## config.mk

```make
export PLATFORM = sky130hd
export DESIGN_NAME = iter_alu
export DESIGN_NICKNAME = d
export VERILOG_FILES = /design/src/rtl/iter_alu.sv
export SDC_FILE = /design/constraint.sdc
export NUM_CORES = 1
export LEC_CHECK = 0
export ABC_CLOCK_PERIOD_IN_PS = 4590
export CAP_MARGIN = 15
export CORE_MARGIN = 2
export CORE_UTILIZATION = 32
export CTS_CLUSTER_DIAMETER = 80
export DETAILED_ROUTE_END_ITERATION = 6
export GPL_ROUTABILITY_DRIVEN = 1
export SLEW_MARGIN = 5
export SYNTH_ARGS = -nofsm -noshare
export SYNTH_HDL_FRONTEND = slang
export SYNTH_HIERARCHICAL = 1
export SYNTH_SLANG_ARGS = --single-unit
```

## constraint.sdc

```tcl
create_clock -name clk -period 4.59 [get_ports clk]
set_clock_uncertainty 0.15 [all_clocks]
set_input_delay 0.918 -clock clk [delete_from_list [all_inputs] [get_ports clk]]
set_output_delay 0.918 -clock clk [all_outputs]
set_load 0.02 [all_outputs]
```

## src/rtl/iter_alu.sv

```systemverilog
// rtl/iter_alu.sv - handshaked iterative ALU: Brent-Kung add/sub, bit-serial shifts, shift-add multiply
module bk_adder #(
    parameter int W = 16
) (
    input  logic [W-1:0] x,
    input  logic [W-1:0] y,
    input  logic         cin,
    output logic [W-1:0] sum,
    output logic         cout
);
    localparam int LV = $clog2(W);

    logic [LV:0][W-1:0]   gu;
    logic [LV:0][W-1:0]   pu;
    logic [LV-1:0][W-1:0] gd;
    logic [LV-1:0][W-1:0] pd;
    logic [W:0]           c;

    assign gu[0] = x & y;
    assign pu[0] = x ^ y;

    for (genvar lv = 0; lv < LV; lv++) begin : g_up
        for (genvar i = 0; i < W; i++) begin : g_bit
            if ((i + 1) % (2 << lv) == 0) begin : g_op
                assign gu[lv+1][i] = gu[lv][i] | (pu[lv][i] & gu[lv][i-(1<<lv)]);
                assign pu[lv+1][i] = pu[lv][i] & pu[lv][i-(1<<lv)];
            end else begin : g_pass
                assign gu[lv+1][i] = gu[lv][i];
                assign pu[lv+1][i] = pu[lv][i];
            end
        end
    end

    // Down-sweep fills in the prefixes the up-sweep tree skipped.
    assign gd[0] = gu[LV];
    assign pd[0] = pu[LV];
    for (genvar lv = 0; lv < LV - 1; lv++) begin : g_dn
        localparam int D = 1 << (LV - 2 - lv);
        for (genvar i = 0; i < W; i++) begin : g_bit
            if (i >= 3 * D - 1 && (i + 1 - D) % (2 * D) == 0) begin : g_op
                assign gd[lv+1][i] = gd[lv][i] | (pd[lv][i] & gd[lv][i-D]);
                assign pd[lv+1][i] = pd[lv][i] & pd[lv][i-D];
            end else begin : g_pass
                assign gd[lv+1][i] = gd[lv][i];
                assign pd[lv+1][i] = pd[lv][i];
            end
        end
    end

    assign c    = {gd[LV-1] | (pd[LV-1] & {W{cin}}), cin};
    assign sum  = pu[0] ^ c[W-1:0];
    assign cout = c[W];
endmodule

module iter_alu #(
    parameter  int WIDTH = 16,
    localparam int SHW   = $clog2(WIDTH)
) (
    input  logic             clk,
    input  logic             rst,
    input  logic             in_valid,
    output logic             in_ready,
    input  logic [WIDTH-1:0] A,
    input  logic [WIDTH-1:0] B,
    input  logic [4:0]       alu_code,
    output logic             out_valid,
    input  logic             out_ready,
    output logic [WIDTH-1:0] C,
    output logic             overflow,
    output logic             busy
);
    localparam logic [4:0] OP_ADD  = 5'b00000, OP_ADDU = 5'b00001, OP_SUB  = 5'b00010;
    localparam logic [4:0] OP_SUBU = 5'b00011, OP_INC  = 5'b00100, OP_DEC  = 5'b00101;
    localparam logic [4:0] OP_AND  = 5'b01000, OP_OR   = 5'b01001, OP_XOR  = 5'b01010;
    localparam logic [4:0] OP_NOT  = 5'b01011, OP_SLT  = 5'b10100, OP_SLTU = 5'b10101;
    localparam logic [4:0] OP_SLL  = 5'b10000, OP_SRL  = 5'b10001, OP_SRA  = 5'b10010;
    localparam logic [4:0] OP_MULU = 5'b11000;
    localparam logic [SHW:0] CNT_ONE = 1;

    typedef enum logic [1:0] {IDLE, EXEC, DONE} state_t;

    state_t             state;
    logic [SHW:0]       count;
    logic [4:0]         code_r;
    logic [WIDTH-1:0]   a_r;
    logic [WIDTH-1:0]   work;
    logic               sh_ov;
    logic [2*WIDTH-1:0] prod;

    logic [WIDTH-1:0]   add_y, sum, res, work_next;
    logic               add_cin, cout, s_ov, res_ov, sat, is_shift, go_exec, sh_ov_next;
    logic [SHW:0]       n;
    logic [WIDTH:0]     mul_sum;
    logic [2*WIDTH-1:0] prod_next;

    assign in_ready = (state == IDLE) && !rst;
    assign n        = {1'b0, B[SHW-1:0]};
    assign sat      = |B[WIDTH-1:SHW];
    assign is_shift = (alu_code == OP_SLL) || (alu_code == OP_SRL) || (alu_code == OP_SRA);
    assign go_exec  = (is_shift && !sat && n != '0) || (alu_code == OP_MULU);

    // One adder serves every arithmetic op; subtraction-like ops feed ~B with carry-in.
    always_comb begin
        add_y   = B;
        add_cin = 1'b0;
        case (alu_code)
            OP_SUB, OP_SUBU, OP_SLT, OP_SLTU: begin add_y = ~B; add_cin = 1'b1; end
            OP_INC:  begin add_y = '0; add_cin = 1'b1; end
            OP_DEC:  add_y = '1;
            default: ;
        endcase
    end

    bk_adder #(.W(WIDTH)) u_add (.x(A), .y(add_y), .cin(add_cin), .sum(sum), .cout(cout));

    assign s_ov = (A[WIDTH-1] == add_y[WIDTH-1]) && (sum[WIDTH-1] != A[WIDTH-1]);

    always_comb begin
        res    = '0;
        res_ov = 1'b0;
        case (alu_code)
            OP_ADD, OP_SUB, OP_INC, OP_DEC: begin res = sum; res_ov = s_ov; end
            OP_ADDU: begin res = sum; res_ov = cout; end
            OP_SUBU: begin res = sum; res_ov = !cout; end
            OP_AND:  res = A & B;
            OP_OR:   res = A | B;
            OP_XOR:  res = A ^ B;
            OP_NOT:  res = ~A;
            OP_SLT:  res = {{(WIDTH-1){1'b0}}, sum[WIDTH-1] ^ s_ov};
            OP_SLTU: res = {{(WIDTH-1){1'b0}}, !cout};
            OP_SLL:  begin res = sat ? '0 : A; res_ov = sat && (|A); end
            OP_SRL:  res = sat ? '0 : A;
            OP_SRA:  res = sat ? {WIDTH{A[WIDTH-1]}} : A;
            default: ;
        endcase
    end

    always_comb begin
        work_next = work;
        case (code_r)
            OP_SLL:  work_next = work << 1;
            OP_SRL:  work_next = work >> 1;
            default: work_next = {work[WIDTH-1], work[WIDTH-1:1]};
        endcase
    end

    assign sh_ov_next = sh_ov | ((code_r == OP_SLL) & work[WIDTH-1]);
    assign mul_sum    = {1'b0, prod[2*WIDTH-1:WIDTH]} + (prod[0] ? {1'b0, a_r} : '0);
    assign prod_next  = {mul_sum, prod[WIDTH-1:1]};

    always_ff @(posedge clk) begin
        if (rst) begin
            state     <= IDLE;
            C         <= '0;
            overflow  <= 1'b0;
            out_valid <= 1'b0;
            busy      <= 1'b0;
            count     <= '0;
            code_r    <= '0;
            a_r       <= '0;
            work      <= '0;
            sh_ov     <= 1'b0;
            prod      <= '0;
        end else begin
            case (state)
                IDLE: if (in_valid) begin
                    a_r    <= A;
                    code_r <= alu_code;
                    if (go_exec) begin
                        state <= EXEC;
                        busy  <= 1'b1;
                        work  <= A;
                        sh_ov <= 1'b0;
                        prod  <= {{WIDTH{1'b0}}, B};
                        count <= (alu_code == OP_MULU) ? (SHW+1)'(WIDTH) : n;
                    end else begin
                        state     <= DONE;
                        out_valid <= 1'b1;
                        C         <= res;
                        overflow  <= res_ov;
                    end
                end
                EXEC: begin
                    count <= count - 1'b1;
                    work  <= work_next;
                    sh_ov <= sh_ov_next;
                    prod  <= prod_next;
                    if (count == CNT_ONE) begin
                        state     <= DONE;
                        busy      <= 1'b0;
                        out_valid <= 1'b1;
                        if (code_r == OP_MULU) begin
                            C        <= prod_next[WIDTH-1:0];
                            overflow <= |prod_next[2*WIDTH-1:WIDTH];
                        end else begin
                            C        <= work_next;
                            overflow <= sh_ov_next;
                        end
                    end
                end
                DONE: if (out_ready) begin
                    state     <= IDLE;
                    out_valid <= 1'b0;
                end
                default: state <= IDLE;
            endcase
        end
    end
endmodule

```

==> flow_summary_export.csv <==
group,metric,value,unit
outcome,outcome,"finished clean",
timing,max_slew_margin,39.0,%
grt,grt_max_degree,79,
clock_network,root_buffer,"clkbuf_16",
critical_path,cp.required,4740,ps
power,power.switching,0.686,mW
logic_synthesis,yosys_warnings,6,
clock_network,clk_pin_slew,70,ps
timing,hold_violations,0,
logic_synthesis,synth_ff_type,"dfxtp_1",
clock_network,cts_buffers,9,
final_layout,diodes,0,
critical_path,end_kind,"flip-flop",
drt,ant_nets,0,
floorplan,start_util,32.6,%
power,p_comb_share,24.8,%
grt,grt_pass1_wl,39.4,mm
floorplan,die_y,159,um
timing,grt_setup_unrepaired,"no",
drt,drt_first_pass_iters,6,
clock_network,hold_buffers,0,
power,ir_drop,0.137,mV
grt,grt_use_total,20.0,%
placement,hpwl,17.9,mm
timing,hold_ws,304,ps
drt,drtIter0Drc,691,
placement,io_buffers,60,
logic_synthesis,synth_cells,1007,
critical_path,crit_type,"in2reg",
placement,dp.cells,1394,
logic_synthesis,seq_area_frac_synth,25.1,%
logic_synthesis,ys_seq_elements,96,
power,clock_power_share,34.7,%
grt,grt.overflow.total,0,
final_layout,mostFrequentLayoutCells,"136 x nand2_1, 100 x a21oi_1, 96 x dfxtp_1, 77 x nor2_1, 77 x buf_4",
timing,final_max_slew_viol_count,0,
grt,grt_pass1_vias,7391,
power,p_int,1.47,mW
logic_synthesis,syn-mean-instance-area,7.59,um^2
final_layout,drive_above_1_share,12.8,%
final_layout,syn2layout_area_growth,21.9,%
timing,worst_pin_slew,913,ps
clock_network,numClockSinks,96,
timing,setup_viol,0,
power,switching_share,31.7,%
critical_path,worstReg2RegStart,"prod[0]",
worst_hold_path,hp-class,"reg2reg",
critical_path,cp.arrival,4470,ps
grt,antenna_found_initial,0,
critical_path,worstSetupStartpoint,"alu_code[3]",
timing,fmax,0.232,GHz
placement,gp_congestion,0.877,
final_layout,nNetsFinal,1197,
drt,drc,0,
drt,drt-total-wl,25.0,mm
final_layout,layout.cells.non_filler,1412,
final_layout,mostFrequentLayoutCell,"nand2_1",
timing,finalCriticalPeriod,4320,ps
critical_path,worstPathMaxFanout,12,
clock_network,cts_buffer_depth,2,
logic_synthesis,synth_enable_flop_cells,0,
drt,vias,7900,
floorplan,io_pins,61,
floorplan,die-width,159,um
critical_path,start_kind,"input port",
clock_network,cts_tree,"done",
run,drv_cap,0,
clock_network,insertion_delay,360,ps
logic_synthesis,synthArstFlopShare,0,%
logic_synthesis,syn_area,0.00765,mm^2
clock_network,ctsHtreeMaxLevel,3,
worst_hold_path,hold_start,"a_r[15]",
power,share_seq_of_total_power,40.5,%
logic_synthesis,syn_nets,1116,
logic_synthesis,ys_types,78,
floorplan,coreArea,0.0235,mm^2
power,power.density,232,mW/mm^2
drt,viasPerCell,5.59,
timing,finalCritPeriodShare,94.1,%
floorplan,die-area,0.0251,mm^2
power,power.leakage,3.67,nW
floorplan,rows,56,
drt,wl_per_cell,17.7,um
final_layout,n_fill_cell,2465,
## cell usage after synthesis, types with 3 or more instances
library cell  number  share of area (%)
and3_1             8               0.65
buf_1              5               0.25
a311oi_1           6               0.69
o21ai_0           33                2.2
clkbuf_1          51                2.5
inv_1             47                2.3
buf_2             14               0.92
a31oi_1            8               0.65
mux2i_1           16                2.1
dfxtp_1           96                 25
a22oi_1           16                1.6
o21a_1             5               0.49
nor2_1            78                3.8
mux2_2            13                1.9
nand2b_1           5               0.41
nand2_1          136                6.7
a221oi_1          19                2.2
nand3_1           43                2.8
nor2b_1            8               0.65
nand3b_1           3               0.29
a21oi_1          102                6.7
and2_1            19                1.6
nor4_1             9               0.74
a211oi_1           9               0.88
o211ai_1          35                3.4
a21o_1             9               0.88
o2111ai_1         21                2.4
nor3_1            20                1.3
nand4_1            5               0.41
xor2_1            10                1.1
a21oi_2            3               0.34
or3_1              5               0.41
a222oi_1          14                1.8
ha_1              66                 11
xnor2_1           13                1.5
## area by class of cell
cell class              count  area, um^2  share of cell area [%]
multi-input cells         794        5320                    57.0
flip-flops and latches     96        1920                    20.6
repair buffers            140        1230                    13.2
well taps                 319         399                    4.28
clock buffers              10         229                    2.46
inverters                  47         176                    1.89
clock inverters             6        48.8                   0.523
## critical path: stages
cell and delay [ps]:
clkdlybuf4s50_1 520, a21o_1 410, buf_4 230, o211ai_1 80
ha_1 250, a21oi_2 140, o21ai_1 110, a221o_1 430
a21oi_4 180, a21oi_4 90, xor2_2 200, nor2b_1 140
and4_1 190, o221ai_1 120, a311o_1 380, nand3_1 70
## worst paths after layout
path	end	slack, ps	depth (start not counted)
worst max-delay path	overflow	270	16
worst min-delay path	a_r[15]	300	2
worst max register to register	overflow	860	10
worst min register to register	a_r[15]	300	2
## sequential cells by signal (all words and copies together) (netlist names)
| signal | cells |
|---|---|
| a_r | 16 |
| C | 16 |
| overflow | 1 |
| work | 16 |
| prod | 32 |
| code_r | 5 |
| out_valid | 1 |
| busy | 1 |
| state | 2 |
| count | 5 |
| sh_ov | 1 |
## kinds of logic after synthesis
group,count (synthesis),synth area share (%)
mux,29,4.01
simple gates,360,22.1
buf+inv,118,6.12
fa+ha+maj,69,11.5
flops,96,25.1
compound gates,312,28.6
xor+xnor,23,2.63
## repair_timing
item,CTS,global route
endpoints found under the setup margin,1,6
cloned,0,1
pin swaps,0,6
gates resized for setup,1,13
setup buffers,0,1
## metal layers
layer / wire (um) / up-vias / GRT usage, %
met2: 11500 / 201 / 33.0
met4: 666 / 0 / 7.51
met3: 1030 / 31 / 2.26
met5: 0 / - / 0
met1: 11800 / 3795 / 26.9
li1: - / 3873 / -
## power groups by stage
stage / Clock (mW) / Sequential (mW) / Combinational, mW
after floorplan: 0 / 0.899 / 0.285
after global placement: 0 / 0.893 / 0.511
after detailed placement: 0 / 0.894 / 0.517
after CTS: 0.768 / 0.874 / 0.521
after global routing: 0.793 / 0.877 / 0.585
final: 0.750 / 0.874 / 0.535
## through the flow
| step | utilization, % | worst slack, ps | power (mW) | cell area, um^2 | TNS [ps] |
|---|---|---|---|---|---|
| 2_1_floorplan | - | 19.1 | 1.18 | 7680 | 0 |
| 3_3_place_gp | 38.3 | -334 | 1.40 | 8980 | -1330 |
| 3_5_place_dp | 38.3 | -382 | 1.41 | 8980 | -1510 |
| 4_1_cts | 39.5 | 15.9 | 2.16 | 9260 | 0 |
| 5_1_grt | 39.7 | 85.8 | 2.26 | 9320 | 0 |
| 6_report | 39.7 | 271 | 2.16 | 9320 | 0 |
Note: power is estimated with default switching activity, not from simulation.
